==> src/rtl/trigger_sequencer_if.sv <==
// Control/status bundle between a trigger_sequencer and its host.
// master = host side, slave = sequencer side.
interface trigger_sequencer_if #(
    parameter int GPIO_DATA_WIDTH = 16,
    parameter int CNTR_WIDTH      = 32
);
    localparam int SEL_W = (GPIO_DATA_WIDTH > 1) ? $clog2(GPIO_DATA_WIDTH) : 1;

    logic [GPIO_DATA_WIDTH-1:0] gpio_data;
    logic                       soft_trig;
    logic                       arm;
    logic                       abort;
    logic [SEL_W-1:0]           cfg_src_sel;
    logic                       cfg_edge;
    logic [CNTR_WIDTH-1:0]      cfg_pre_cnt;
    logic [CNTR_WIDTH-1:0]      cfg_post_cnt;
    logic [CNTR_WIDTH-1:0]      cfg_holdoff;
    logic                       trigger;
    logic                       acquire;
    logic                       done;
    logic [2:0]                 state;

    modport master (
        output gpio_data, soft_trig, arm, abort,
        output cfg_src_sel, cfg_edge, cfg_pre_cnt, cfg_post_cnt, cfg_holdoff,
        input  trigger, acquire, done, state
    );

    modport slave (
        input  gpio_data, soft_trig, arm, abort,
        input  cfg_src_sel, cfg_edge, cfg_pre_cnt, cfg_post_cnt, cfg_holdoff,
        output trigger, acquire, done, state
    );
endinterface

==> src/rtl/trigger_sequencer.sv <==
// Armed PRE/WAIT/POST/DONE/HOLDOFF acquisition sequencer with GPIO or software trigger.
// Define TRIG_GPIO_SYNC_EN to put a two-flop synchronizer in front of the GPIO edge detector.
module trigger_sequencer #(
    parameter int GPIO_DATA_WIDTH = 16,
    parameter int CNTR_WIDTH      = 32
) (
    input logic                aclk,
    input logic                areset,
    trigger_sequencer_if.slave bus
);
    localparam int SEL_W = (GPIO_DATA_WIDTH > 1) ? $clog2(GPIO_DATA_WIDTH) : 1;

    localparam logic [2:0] ST_IDLE    = 3'd0;
    localparam logic [2:0] ST_PRE     = 3'd1;
    localparam logic [2:0] ST_WAIT    = 3'd2;
    localparam logic [2:0] ST_POST    = 3'd3;
    localparam logic [2:0] ST_DONE    = 3'd4;
    localparam logic [2:0] ST_HOLDOFF = 3'd5;

    localparam logic [CNTR_WIDTH-1:0] CNT_ONE = {{(CNTR_WIDTH-1){1'b0}}, 1'b1};

    function automatic logic [CNTR_WIDTH-1:0] sat_dec(input logic [CNTR_WIDTH-1:0] v);
        return (v == '0) ? v : v - CNT_ONE;
    endfunction

    logic [2:0]                 state_q, state_d;
    logic [CNTR_WIDTH-1:0]      cnt_q, cnt_d;
    logic [CNTR_WIDTH-1:0]      post_q, holdoff_q;
    logic [SEL_W-1:0]           src_sel_q;
    logic                       edge_q;
    logic [GPIO_DATA_WIDTH-1:0] gpio_in;
    logic [GPIO_DATA_WIDTH-1:0] gpio_cur_p2, gpio_prev_p3;
    logic                       hw_ev, trig_ev, cfg_load;

`ifdef TRIG_GPIO_SYNC_EN
    logic [GPIO_DATA_WIDTH-1:0] gpio_meta_p0, gpio_sync_p1;

    // stage p0/p1: metastability filter, left unreset
    always_ff @(posedge aclk) begin
        gpio_meta_p0 <= bus.gpio_data;
        gpio_sync_p1 <= gpio_meta_p0;
    end
    assign gpio_in = gpio_sync_p1;
`else
    assign gpio_in = bus.gpio_data;
`endif

    // stage p2/p3: current and previous sample of the GPIO lines
    always_ff @(posedge aclk) begin
        if (areset) begin
            gpio_cur_p2  <= '0;
            gpio_prev_p3 <= '0;
        end else begin
            gpio_cur_p2  <= gpio_in;
            gpio_prev_p3 <= gpio_cur_p2;
        end
    end

    assign hw_ev = edge_q ? (~gpio_cur_p2[src_sel_q] &  gpio_prev_p3[src_sel_q])
                          : ( gpio_cur_p2[src_sel_q] & ~gpio_prev_p3[src_sel_q]);
    assign trig_ev  = hw_ev | bus.soft_trig;
    assign cfg_load = ~bus.abort & bus.arm & (state_q == ST_IDLE);

    always_comb begin
        state_d = state_q;
        cnt_d   = cnt_q;
        if (bus.abort) begin
            state_d = ST_IDLE;
            cnt_d   = '0;
        end else begin
            case (state_q)
                ST_IDLE: begin
                    // pre length goes straight into the counter, so it needs no shadow copy
                    if (bus.arm) begin
                        state_d = ST_PRE;
                        cnt_d   = bus.cfg_pre_cnt;
                    end
                end
                ST_PRE: begin
                    cnt_d = sat_dec(cnt_q);
                    if (cnt_q == '0) state_d = ST_WAIT;
                end
                ST_WAIT: begin
                    if (trig_ev) begin
                        state_d = ST_POST;
                        cnt_d   = post_q;
                    end
                end
                ST_POST: begin
                    cnt_d = sat_dec(cnt_q);
                    if (cnt_q == '0) state_d = ST_DONE;
                end
                ST_DONE: begin
                    state_d = ST_HOLDOFF;
                    cnt_d   = holdoff_q;
                end
                ST_HOLDOFF: begin
                    cnt_d = sat_dec(cnt_q);
                    if (cnt_q == '0) state_d = ST_IDLE;
                end
                default: begin
                    state_d = ST_IDLE;
                    cnt_d   = '0;
                end
            endcase
        end
    end

    always_ff @(posedge aclk) begin
        if (areset) begin
            state_q   <= ST_IDLE;
            cnt_q     <= '0;
            post_q    <= '0;
            holdoff_q <= '0;
            src_sel_q <= '0;
            edge_q    <= 1'b0;
        end else begin
            state_q <= state_d;
            cnt_q   <= cnt_d;
            if (cfg_load) begin
                post_q    <= bus.cfg_post_cnt;
                holdoff_q <= bus.cfg_holdoff;
                src_sel_q <= bus.cfg_src_sel;
                edge_q    <= bus.cfg_edge;
            end
        end
    end

    // outputs are forced low while reset is held, even before the first reset edge
    assign bus.trigger = ~areset & ~bus.abort & (state_q == ST_WAIT) & trig_ev;
    assign bus.acquire = ~areset & ((state_q == ST_PRE) | (state_q == ST_WAIT) | (state_q == ST_POST));
    assign bus.done    = ~areset & ((state_q == ST_DONE) | (state_q == ST_HOLDOFF));
    assign bus.state   = areset ? ST_IDLE : state_q;
endmodule

==> src/flat_wrapper.sv <==
// flat-port wrapper written by rule: the top's interface ports become plain ports
module trigger_sequencer_flat 
#(
    parameter int GPIO_DATA_WIDTH = 16,
    parameter int CNTR_WIDTH      = 32
)
  (aclk, areset, bus_gpio_data, bus_soft_trig, bus_arm, bus_abort, bus_cfg_src_sel, bus_cfg_edge, bus_cfg_pre_cnt, bus_cfg_post_cnt, bus_cfg_holdoff, bus_trigger, bus_acquire, bus_done, bus_state);
  trigger_sequencer_if #(.GPIO_DATA_WIDTH(GPIO_DATA_WIDTH), .CNTR_WIDTH(CNTR_WIDTH)) bus_i ();
  input logic aclk;
  input logic areset;
  input wire logic [$bits(bus_i.gpio_data)-1:0] bus_gpio_data;
  input wire logic [$bits(bus_i.soft_trig)-1:0] bus_soft_trig;
  input wire logic [$bits(bus_i.arm)-1:0] bus_arm;
  input wire logic [$bits(bus_i.abort)-1:0] bus_abort;
  input wire logic [$bits(bus_i.cfg_src_sel)-1:0] bus_cfg_src_sel;
  input wire logic [$bits(bus_i.cfg_edge)-1:0] bus_cfg_edge;
  input wire logic [$bits(bus_i.cfg_pre_cnt)-1:0] bus_cfg_pre_cnt;
  input wire logic [$bits(bus_i.cfg_post_cnt)-1:0] bus_cfg_post_cnt;
  input wire logic [$bits(bus_i.cfg_holdoff)-1:0] bus_cfg_holdoff;
  output wire logic [$bits(bus_i.trigger)-1:0] bus_trigger;
  output wire logic [$bits(bus_i.acquire)-1:0] bus_acquire;
  output wire logic [$bits(bus_i.done)-1:0] bus_done;
  output wire logic [$bits(bus_i.state)-1:0] bus_state;
  assign bus_i.gpio_data = bus_gpio_data;
  assign bus_i.soft_trig = bus_soft_trig;
  assign bus_i.arm = bus_arm;
  assign bus_i.abort = bus_abort;
  assign bus_i.cfg_src_sel = bus_cfg_src_sel;
  assign bus_i.cfg_edge = bus_cfg_edge;
  assign bus_i.cfg_pre_cnt = bus_cfg_pre_cnt;
  assign bus_i.cfg_post_cnt = bus_cfg_post_cnt;
  assign bus_i.cfg_holdoff = bus_cfg_holdoff;
  assign bus_trigger = bus_i.trigger;
  assign bus_acquire = bus_i.acquire;
  assign bus_done = bus_i.done;
  assign bus_state = bus_i.state;
  trigger_sequencer #(.GPIO_DATA_WIDTH(GPIO_DATA_WIDTH), .CNTR_WIDTH(CNTR_WIDTH)) u_core (.aclk(aclk), .areset(areset), .bus(bus_i));
endmodule
==> config.mk <==
export PLATFORM = sky130hd
export DESIGN_NAME = trigger_sequencer_flat
export DESIGN_NICKNAME = d
export VERILOG_FILES = /design/src/rtl/trigger_sequencer_if.sv /design/src/rtl/trigger_sequencer.sv /design/src/flat_wrapper.sv
export SDC_FILE = /design/constraint.sdc
export NUM_CORES = 1
export LEC_CHECK = 0
export ABC_AREA = 1
export CAP_MARGIN = 20
export CORE_ASPECT_RATIO = 2
export CORE_MARGIN = 1.5
export CORE_UTILIZATION = 40
export CTS_CLUSTER_SIZE = 8
export DETAILED_ROUTE_END_ITERATION = 6
export GPL_TIMING_DRIVEN = 0
export SYNTH_ARGS = -nofsm -noshare
export SYNTH_HDL_FRONTEND = slang
export SYNTH_SLANG_ARGS = --single-unit
==> constraint.sdc <==
create_clock -name aclk -period 3.75 [get_ports aclk]
set_clock_uncertainty 0.1 [all_clocks]
set_input_delay 0.75 -clock aclk [delete_from_list [all_inputs] [get_ports aclk]]
set_output_delay 0.75 -clock aclk [all_outputs]
set_load 0.02 [all_outputs]
# --- Word-level counts from Yosys, hierarchy flattened ---
# Index checks and enable logic that the tools add are counted.
# Widths: inputs -> output; s select.
totals:
  ff_bits: 136
  output_inout_bits: 6
  word_cells: 60
classes:
  n_addsub: 1
  order_cmp: 1
  eq_ne: 11
  n_mux: 16
  bitwise: 17
  n_reduce_logical: 6
op_table:
  columns: ["op", "n"]
  rows:
  - ["$pmux 32 s4", 1]
  - ["$mux 32", 3]
  - ["$logic_not 32->1", 1]
  - ["$sub 32x1->32 const B", 1]
  - ["$mux 3", 6]
  - ["$pmux 3 s6", 1]
  - ["$and 1x1->1", 9]
  - ["$bmux 1 s4", 2]
  - ["$ne 2x1->1 const B", 4]
  - ["$eq 3x2->1 const B", 2]
  - ["$eq 3x3->1 const B", 2]
  - ["$lt 4x5->1 const B", 1]
  - ["$reduce_and 5->1", 1]
  - ["$ne 2x2->1 const B", 2]
  - ["$not 1->1", 4]
  - ["$or 1x1->1", 4]
  - ["$eq 3x1->1 const B", 1]
  - ["$logic_not 3->1", 1]
  - ["$mux 1", 3]
  - ["$reduce_and 3->1", 1]
  - ["$reduce_or 3->1", 1]
  - ["$reduce_or 2->1", 1]

# --- Depth between registers and ports, before layout ---
# Gate-level depths: netlist of run 1.
logic_depth:
  depth_word: 8
  depth_mapped: 15

# --- Worst setup path before layout of run 1 ---
# OpenSTA, ideal clock, no wires.
synth_timing:
  path_type: "input -> output"
  startpoint: "input port areset"
  endpoint: "output port bus_trigger"
  t_arrival_ps: 1792
  setup_slack_ps: 1108
  stages: 5
  path_buffers: 2
  path_cell_list: "clkbuf_1 nor2_1 clkbuf_1 nand3_1 inv_1"
synth_via:
  elab_chain_len: 4
synth_rtl:
  columns: ["element", "line_no", "source"]
  rows:
  - ["start: declaration", "flat_wrapper.sv:10", "input logic areset;"]
  - ["$not 1->1", "trigger_sequencer.sv:130", "assign bus.trigger = ~areset & ~bus.abort & (state_q == ST_WAIT) & trig_ev;"]
  - ["$and 1x1->1 (3 in series)", "trigger_sequencer.sv:130", null]
  - ["end: declaration", "flat_wrapper.sv:20", "output wire logic [$bits(bus_i.trigger)-1:0] bus_trigger;"]
# Every way passes these cells.

# --- Worst setup path in the final report of run 1 ---
layout_timing:
  startpoint: "input port bus_abort"
  endpoint: "output port bus_trigger"
layout_via:
  elab_chain_len: 4
layout_rtl:
  columns: ["element", "line_no", "source"]
  rows:
  - ["start: declaration", "flat_wrapper.sv:14", "input wire logic [$bits(bus_i.abort)-1:0] bus_abort;"]
  - ["$not 1->1", "trigger_sequencer.sv:130", null]
  - ["$and 1x1->1 (3 in series)", "trigger_sequencer.sv:130", null]
# Every way passes these cells.

==> results, run 1 <==
- The number of buffers created by CTS is 17.
- STA classifies the critical path endpoint as an output pin.
- The number of search-and-repair iterations in the first detailed-routing pass is 5.
- The total of flip-flops plus latches after synthesis is ~140.
- The slack of the critical path is 0.164 ns.
- The iteration-0 DRC count of the detailed router is ~400.
- The transition at the pin with the smallest max-transition slack is 0.825 ns.
- The number of cells on the worst hold path is 2.
- The total global routing overflow is 0.
- Headroom to the max-slew limit came out at between 40% and 50%.
- The critical path is of the primary input to output pin type.
- The instance count of the mapped netlist is 1015.
- The startpoint of the worst register-to-register path is u_core.cnt_q[0].
- Setup repair after global routing left no endpoint under its margin.
- In this run the deepest clock path goes through 2 buffers.
- By area the synthesized netlist is led by dfxtp_1, nand2_1, nor2_1.
- After layout, the design draws a total of between 4 and 5 mW.
- The worst hold path begins at u_core.gpio_cur_p2[8].
- The netlist uses 34 different library cells.
- The tool flagged a number of max-cap violations equal to 0.
- The worst-path cell with the longest stage delay is clkdlybuf4s50_1.
- The final setup violation count is 0.
- In this run the cell area measured after placement is 0.00816 mm2.
- Detailed placement finished with a half-perimeter wire length of between 15000 and 20000 um.
- STA puts the critical path data required time at around 2.9 ns.
- The signal on the critical path passes through clkdlybuf4s50_1 > nor2_2 > clkbuf_2 > nand3_1 > inv_1 > clkdlybuf4s50_1.
- After routing the design area is ~0.0088 mm2.
- Of the cells placed in the final design, the portion with a size suffix greater than 1 is roughly 4.7%.
- The worst-case vdd ir drop is approximately 0.00030 V.
- The number of antenna cells inserted is 0.
- In this run the count of I/O pins placed on the die edge is between 100 and 150.
- Counting buffers and inverters, the worst setup path is 6 cells deep.
- The start point of the critical path is bus_abort.
- The maximum operating frequency is ~0.28 GHz.
- The number of antenna violations at the first check in global routing is 0.
- The largest total area in the synthesized netlist belongs to dfxtp_1.
- After clock tree synthesis, the clock-pin slew on the worst setup and hold paths is 0.06 ns.
- Summed over all cells, the static leakage comes to around 3.7 nW.
- OpenSTA, run right after detailed placement, puts the worst setup slack at -0.196 ns.
- The largest net degree at the start of global routing is 17.
- After detailed routing, the number of remaining DRC violations is 0.
- The number of nets still failing antenna checks after routing is 0.
- Routability-driven placement finished with a final weighted congestion of 0.913.
- The layout has 1607 filler cells.
- The total wire length after detailed routing is about 22000 um.
- The synthesized netlist occupies a cell area of ~0.0066 mm2.
- The clock root buffer is clkbuf_16.
- Dividing the detail-routed wire length by the instance count gives about 16 um.
- Sequential elements use 41.0% of the synthesized area.
- The worst hold slack is roughly 0.32 ns.
- The final number of hold-violating endpoints was 0.
- The ratio of final minimum period to clock period is a little over nine tenths.
- Counting every net in the synthesized netlist gives approximately 1100.
- The die outline area is between 0.015 and 0.02 mm2.
- The ratio of routed vias to standard cells is around 5.1.
- The number of global-route vias before repair was 6827.
- The flow ran to the end, and the final reports show no timing, DRC or antenna violations.
- The most prevalent standard cell on the critical path is clkdlybuf4s50_1.
- The shortest clock period the worst path allows after layout is between 3 and 4 ns.
- In this run the core area contains between 60 and 70 standard-cell rows.
- The family of cells with the greatest summed delay on the critical path is buffers and inverters.
- The critical path contains buffers and inverters numbering 4 combined.
- The die is 94.1 um wide.
- The mean instance size in the synthesized netlist is 6.55 um2.
- The layout net count is roughly 1300.
- The kind of start point of the critical path is a primary input.
- The cell count of the worst reg-to-reg path is 13.
- In this run the worst hold path is classified as flop to flop.
- In this run the power density over the cells is 509 mW/mm2.
- In this run the worst path has a maximum fanout of 10.
- The via count is ~7000.
- The count of buffers inserted at the top-level ports is about 130.
- The post-layout utilization of the core is a little over half.
- For this run, the number of Yosys warnings is 0.
- The number of pins exceeding their max-slew limit in the final report is 0.
- The clock latency on the worst-skew pair is between 0.4 and 0.5 ns.
- The number of clock sinks is 136.
- For this run, the slowest stage of the critical path takes roughly 0.6 ns.
- After synthesis, the largest area contributor takes up a little over 40% of total cell area.
- The die outline height is around 190 um.
- The initial core utilization is 40.8%.
- The arrival time at the worst endpoint is 2.74 ns.
- In this run the standard cell core region covers about 0.016 mm2.
- The first global-routing pass estimated 34900 um of wire.
- Across every metal layer, demand over resource in global routing totals between 20% and 30%.
- The clock tree synthesis step divided the H-tree into 4 levels.
- The area overhead of the layout relative to synthesis is 32.7%.
- TritonCTS built the clock tree.
==> where the power goes <==
part | internal (mW) | total [mW] | switching (mW)
clock network | 1.24 | 1.91 | 0.663
logic | 0.368 | 0.978 | 0.610
registers | 1.54 | 1.61 | 0.0608
total | 3.15 | 4.49 | 1.33
==> worst min-delay path, delay by kind of cell, from the launching register on <==
kind	cells	cell delay, ns
DFF	1	0.31
and+or+nand+nor	1	0.03
buffers and inverters	1	0.05
==> registers in the layout (all words and copies together) (netlist names) <==
register,cells
u_core.gpio_cur_p2,16
u_core.state_q,3
u_core.gpio_prev_p3,16
u_core.holdoff_q,32
u_core.post_q,32
u_core.edge_q,1
u_core.cnt_q,32
u_core.src_sel_q,4
==> Yosys cell counts <==
library cell	n
nand3_4	1
a221oi_1	15
a31oi_1	1
nor2_1	173
nor2_4	1
buf_1	4
nand4_1	27
o211ai_1	6
nor3b_1	1
xor2_1	5
o2111ai_1	3
dfxtp_1	136
nor3_2	2
nand3_1	50
inv_1	129
nor3_1	11
nor4_1	1
nand4_4	1
inv_2	4
o21ai_0	29
nor2_2	2
nor4_2	1
buf_2	6
nand4_2	1
a22o_1	1
ha_1	1
o21ai_1	1
a211oi_1	27
nand2_1	275
buf_4	5
o22ai_1	1
a21oi_1	55
o31ai_1	2
clkbuf_1	37
==> repair_timing <==
action,in CTS,in global routing
buffers inserted,0,0
hold buffers,0,0
setup endpoints to repair,1,0
resized for setup,2,0
==> worst paths after layout <==
check	slack, ns	to
max reg2reg	1.21	u_core.cnt_q[22]
max	0.16	bus_trigger
min reg2reg	0.32	u_core.gpio_prev_p3[8]
min	0.32	u_core.gpio_prev_p3[8]
==> metrics by stage <==
stage | setup TNS (ns) | instances
floorplan | 0 | 1015
global placement | -0.171 | 1345
detailed placement | -0.196 | 1345
CTS | 0 | 1375
global route | 0 | 1375
finish | 0 | 1375
==> logic make-up (layout without fill, tap and decap cells) <==
family	count (synthesis)	in the layout	share of synthesized area, %
buf+inv	185	341	10.8
fa+ha+maj	1	1	0.188
flops	136	136	41.0
xor+xnor	5	5	0.659
compound gates	141	141	13.1
simple gates	547	547	34.3
==> cell usage in the layout (no fill, tap or decap), types with 2 or more instances in the layout <==
master / count
bufinv_16: 6
nand3_1: 50
o2111ai_1: 3
nand2_1: 275
xor2_1: 5
nor2_2: 3
buf_2: 6
o211ai_1: 6
nor3_2: 2
nor2_1: 172
inv_2: 4
nand4_1: 27
a21oi_1: 55
o21ai_0: 29
clkdlybuf4s50_1: 126
o31ai_1: 2
clkinv_2: 2
inv_1: 129
a221oi_1: 15
dfxtp_1: 136
clkbuf_16: 17
buf_4: 5
buf_1: 4
nor3_1: 11
clkbuf_1: 37
a211oi_1: 27
clkinv_4: 3
==> final cells by class <==
cell class	instances	area [um2]	area share [%]
multi-input combinational	694	3200	36.3
sequential	136	2720	30.9
timing repair buffer	126	1260	14.3
inverter	133	499	5.66
clock buffer	18	429	4.87
tap	204	255	2.89
clock inverter	12	225	2.55
buffer	52	223	2.53
==> layer usage <==
layer,share of wire [%],track usage (%),up-vias
li1,-,-,3540
met1,37,26.9,3173
met2,55,51.7,200
met3,4.1,4.23,56
met4,3.9,13.1,0
met5,0,0,-
Note: power is estimated with default switching activity, not from simulation.
==> inputs of run 2 (changes only) <==
- PLACE_DENSITY: unset -> 0.67
- SKIP_CTS_REPAIR_TIMING: unset -> 1
- clock period: 3.75 -> 2.9 ns (I/O delays scaled with it)
==> results, run 2 (synthesis results as in run 1) <==
- The number of antenna cells inserted is 0 (unchanged).
- The ratio of routed vias to standard cells is 5.05 (-0.29%).
- The largest registers in the layout are u_core.cnt_q x32, u_core.holdoff_q x32, u_core.post_q x32.
- The half-perimeter wire length of the detailed placement result is 17100 um (-1.3%).
- The transition at the pin with the smallest max-transition slack is 0.877 ns (+0.0524 ns).
- The worst setup path is of the primary input to output pin kind.
- The iteration-0 DRC count of the detailed router is 461 (+17%).
- The routed length on met3 was 962 um (+3.3%).
- The number of clock sinks is 136 (unchanged).
- The smallest clock period supported by the final layout is computed as about 2.8 ns.
- The area overhead of the layout relative to synthesis is 32.7% (about the same).
- The placed standard-cell area is 0.00816 mm2 (unchanged).
- The width of the die was 94.1 um (unchanged).
- The tightest min-delay check is of the flop to flop type.
- The clock input transition at the sequential cells of the worst setup and hold paths is 0.06 ns (about the same).
- The flow ran to the end, and the final reports show no timing, DRC or antenna violations.
- The count of unresolved DRC violations after routing is 0 (unchanged).
- The global placement routability congestion is 0.941 (+3.1%).
- The number of instances in the placed design was 1345 (unchanged).
- The filler-free cell count of the finished design is 1376 (+0.073%).
- The maximum count of clock buffers along a single path is 2 (unchanged).
- The ratio of total power to cell area came to 648 mW/mm2 (+27%).
- The number of buffers created by CTS is 17 (unchanged).
- Walking the worst path, the cells encountered are clkbuf_2 > clkbuf_1 > nor3_1 > clkdlybuf4s50_1.
- For this run, the top clock speed supported by timing is around 0.36 GHz.
- The required time of the worst setup path is 2.22 ns (-0.68 ns).
- The arrival time at the worst endpoint was 2.11 ns (-0.63 ns).
- The worst slack after detailed placement is -0.685 ns (-0.489 ns).
- The critical path's largest stage delay is 0.65 ns (+0.06 ns).
- The H-tree depth reported by CTS is 4 (unchanged).
- The net switching power of the design is 1.73 mW (+30%).
- The total met2 wirelength after detailed routing came to 12400 um (about the same).
- The number of antenna violations at the first check in global routing was 0 (unchanged).
- The layout net count is 1283 (unchanged).
- The number of core rows came to 66 (unchanged).
- The fraction of layout cells with a size suffix above 1 came to 5.29% (+0.59 points).
- The setup TNS came to 0 ns (unchanged).
- The total global routing overflow is 0 (unchanged).
- The final critical path takes up 96.1% of the cycle.
- The number of cells on the worst hold path is 2 (unchanged).
- The global routing usage summed across all routing layers was 26.6% (-0.20 points).
- The core box area is 0.0163 mm2 (unchanged).
- The worst hold slack is 0.314 ns (-0.00608 ns).
- The number of pins exceeding their max-slew limit in the final report is 0 (unchanged).
- The relative slew slack is 41.2% (-3.5 points).
- The total chip power is 5.71 mW (+27%).
- The number of search-and-repair iterations in the first detailed-routing pass came to 5 (unchanged).
- The cell area after layout is 0.00882 mm2 (about the same).
- The number of nets still failing antenna checks after routing came to 0 (unchanged).
- The clock root buffer is clkbuf_16.
- The part of the power in combinational logic is 22.2% (+0.4 points).
- The worst-case vdd ir drop is 0.000352 V (+16%).
- The post-layout utilization of the core is 54.2% (about the same).
- The total wire length after detailed routing came to 22300 um (-0.87%).
- The number of global-route vias before repair came to 6944 (+1.7%).
- The die outline area is 0.0174 mm2 (unchanged).
- The via count came to 6954 (-0.22%).
- The net switching fraction of the power came to 30.3% (+0.62 points).
- STA classifies the critical path startpoint as a primary input.
- The max-cap violation count is 0 (unchanged).
- The final number of hold-violating endpoints is 0 (unchanged).
- The worst-path cell with the longest stage delay is clkdlybuf4s50_1.
- The initial core utilization came to 40.8% (unchanged).
- The wire length of the first global-routing pass came to 34600 um (-1.0%).
- The internal power summed over all cells came to 3.98 mW (+26%).
- The count of buffers inserted at the top-level ports came to 126 (unchanged).
- Setup repair after global routing left no endpoint under its margin.
- The number of placed I/O pins is 128 (unchanged).
- The clock share of power came to 41.5% (-1.0 points).
- The largest net degree at the start of global routing was 17 (unchanged).
- The most common cell after layout, fill and taps aside is nand2_1.
- In this run the top signal layer used is met4.
- The die outline height is 185 um (unchanged).
- The cell count of the worst reg-to-reg path is 13 (unchanged).
- The slack of the critical path is 0.113 ns (-0.0514 ns).
- The sequential group share of total power came to 36.3% (+0.5 points).
- The detailed-route wire length on metal 1 is 8030 um (-2.7%).
- The detail-routed net length per standard cell came to 16.2 um (-0.94%).
- The final setup violation count came to 0 (unchanged).
- The category of the worst setup path capture point is an output pin.
- The number of fill cells in the layout is 1652 (+2.8%).
- The library cells used most frequently in the layout, excluding fill and tap cells, are nand2_1, nor2_1, dfxtp_1, inv_1, clkdlybuf4s50_1.
- The clock latency on the worst-skew pair is 0.44 ns (+0.02 ns).
- The largest fanout on the critical path came to 10 (unchanged).
- The TritonCTS clock tree is built.
- The leakage component of the power is 3.73 nW (+0.11%).
## run 2: cell types whose count changed in the layout (fill, tap and decap cells not counted), sizes merged
cell / before / now
clkdlybuf4s50: 126 / 125
clkinvlp: 0 / 2
buf: 15 / 12
bufinv: 6 / 4
inv: 134 / 133
clkbuf: 55 / 61
## run 2: final timing paths
check	to	start	slack, ns
min	u_core.gpio_prev_p3[8]	u_core.gpio_cur_p2[8]	0.31
max reg2reg	u_core.cnt_q[26]	u_core.cnt_q[1]	0.39
min reg2reg	u_core.gpio_prev_p3[8]	u_core.gpio_cur_p2[8]	0.31
max	bus_done	areset	0.11
## run 2: cell type report
type / count / area [um2] / area share, %
buffer: 52 / 241 / 2.74
clock buffer: 20 / 467 / 5.29
inverter: 133 / 499 / 5.66
tap: 204 / 255 / 2.90
timing repair buffer: 126 / 1260 / 14.2
clock inverter: 11 / 171 / 1.94
multi-input combinational: 694 / 3200 / 36.3
sequential: 136 / 2720 / 30.9
## run 2: power groups by stage
stage	clock network, mW	logic (mW)	registers (mW)
3_3_place_gp	0	1.24	2.11
2_1_floorplan	0	0.798	2.09
4_1_cts	2.38	1.26	2.07
6_report	2.37	1.27	2.08
3_5_place_dp	0	1.25	2.11
5_1_grt	2.45	1.40	2.09
## run 2: layer usage
layer	up-vias	GRT usage [%]
met5	-	0
li1	3527	-
met4	0	13.9
met2	221	51.7
met1	3153	26.3
met3	53	3.78
## run 2: critical path: cells and delay by family
kind,cells,cell delay [ns]
buffers and inverters,3,1.20
and+or+nand+nor,1,0.32
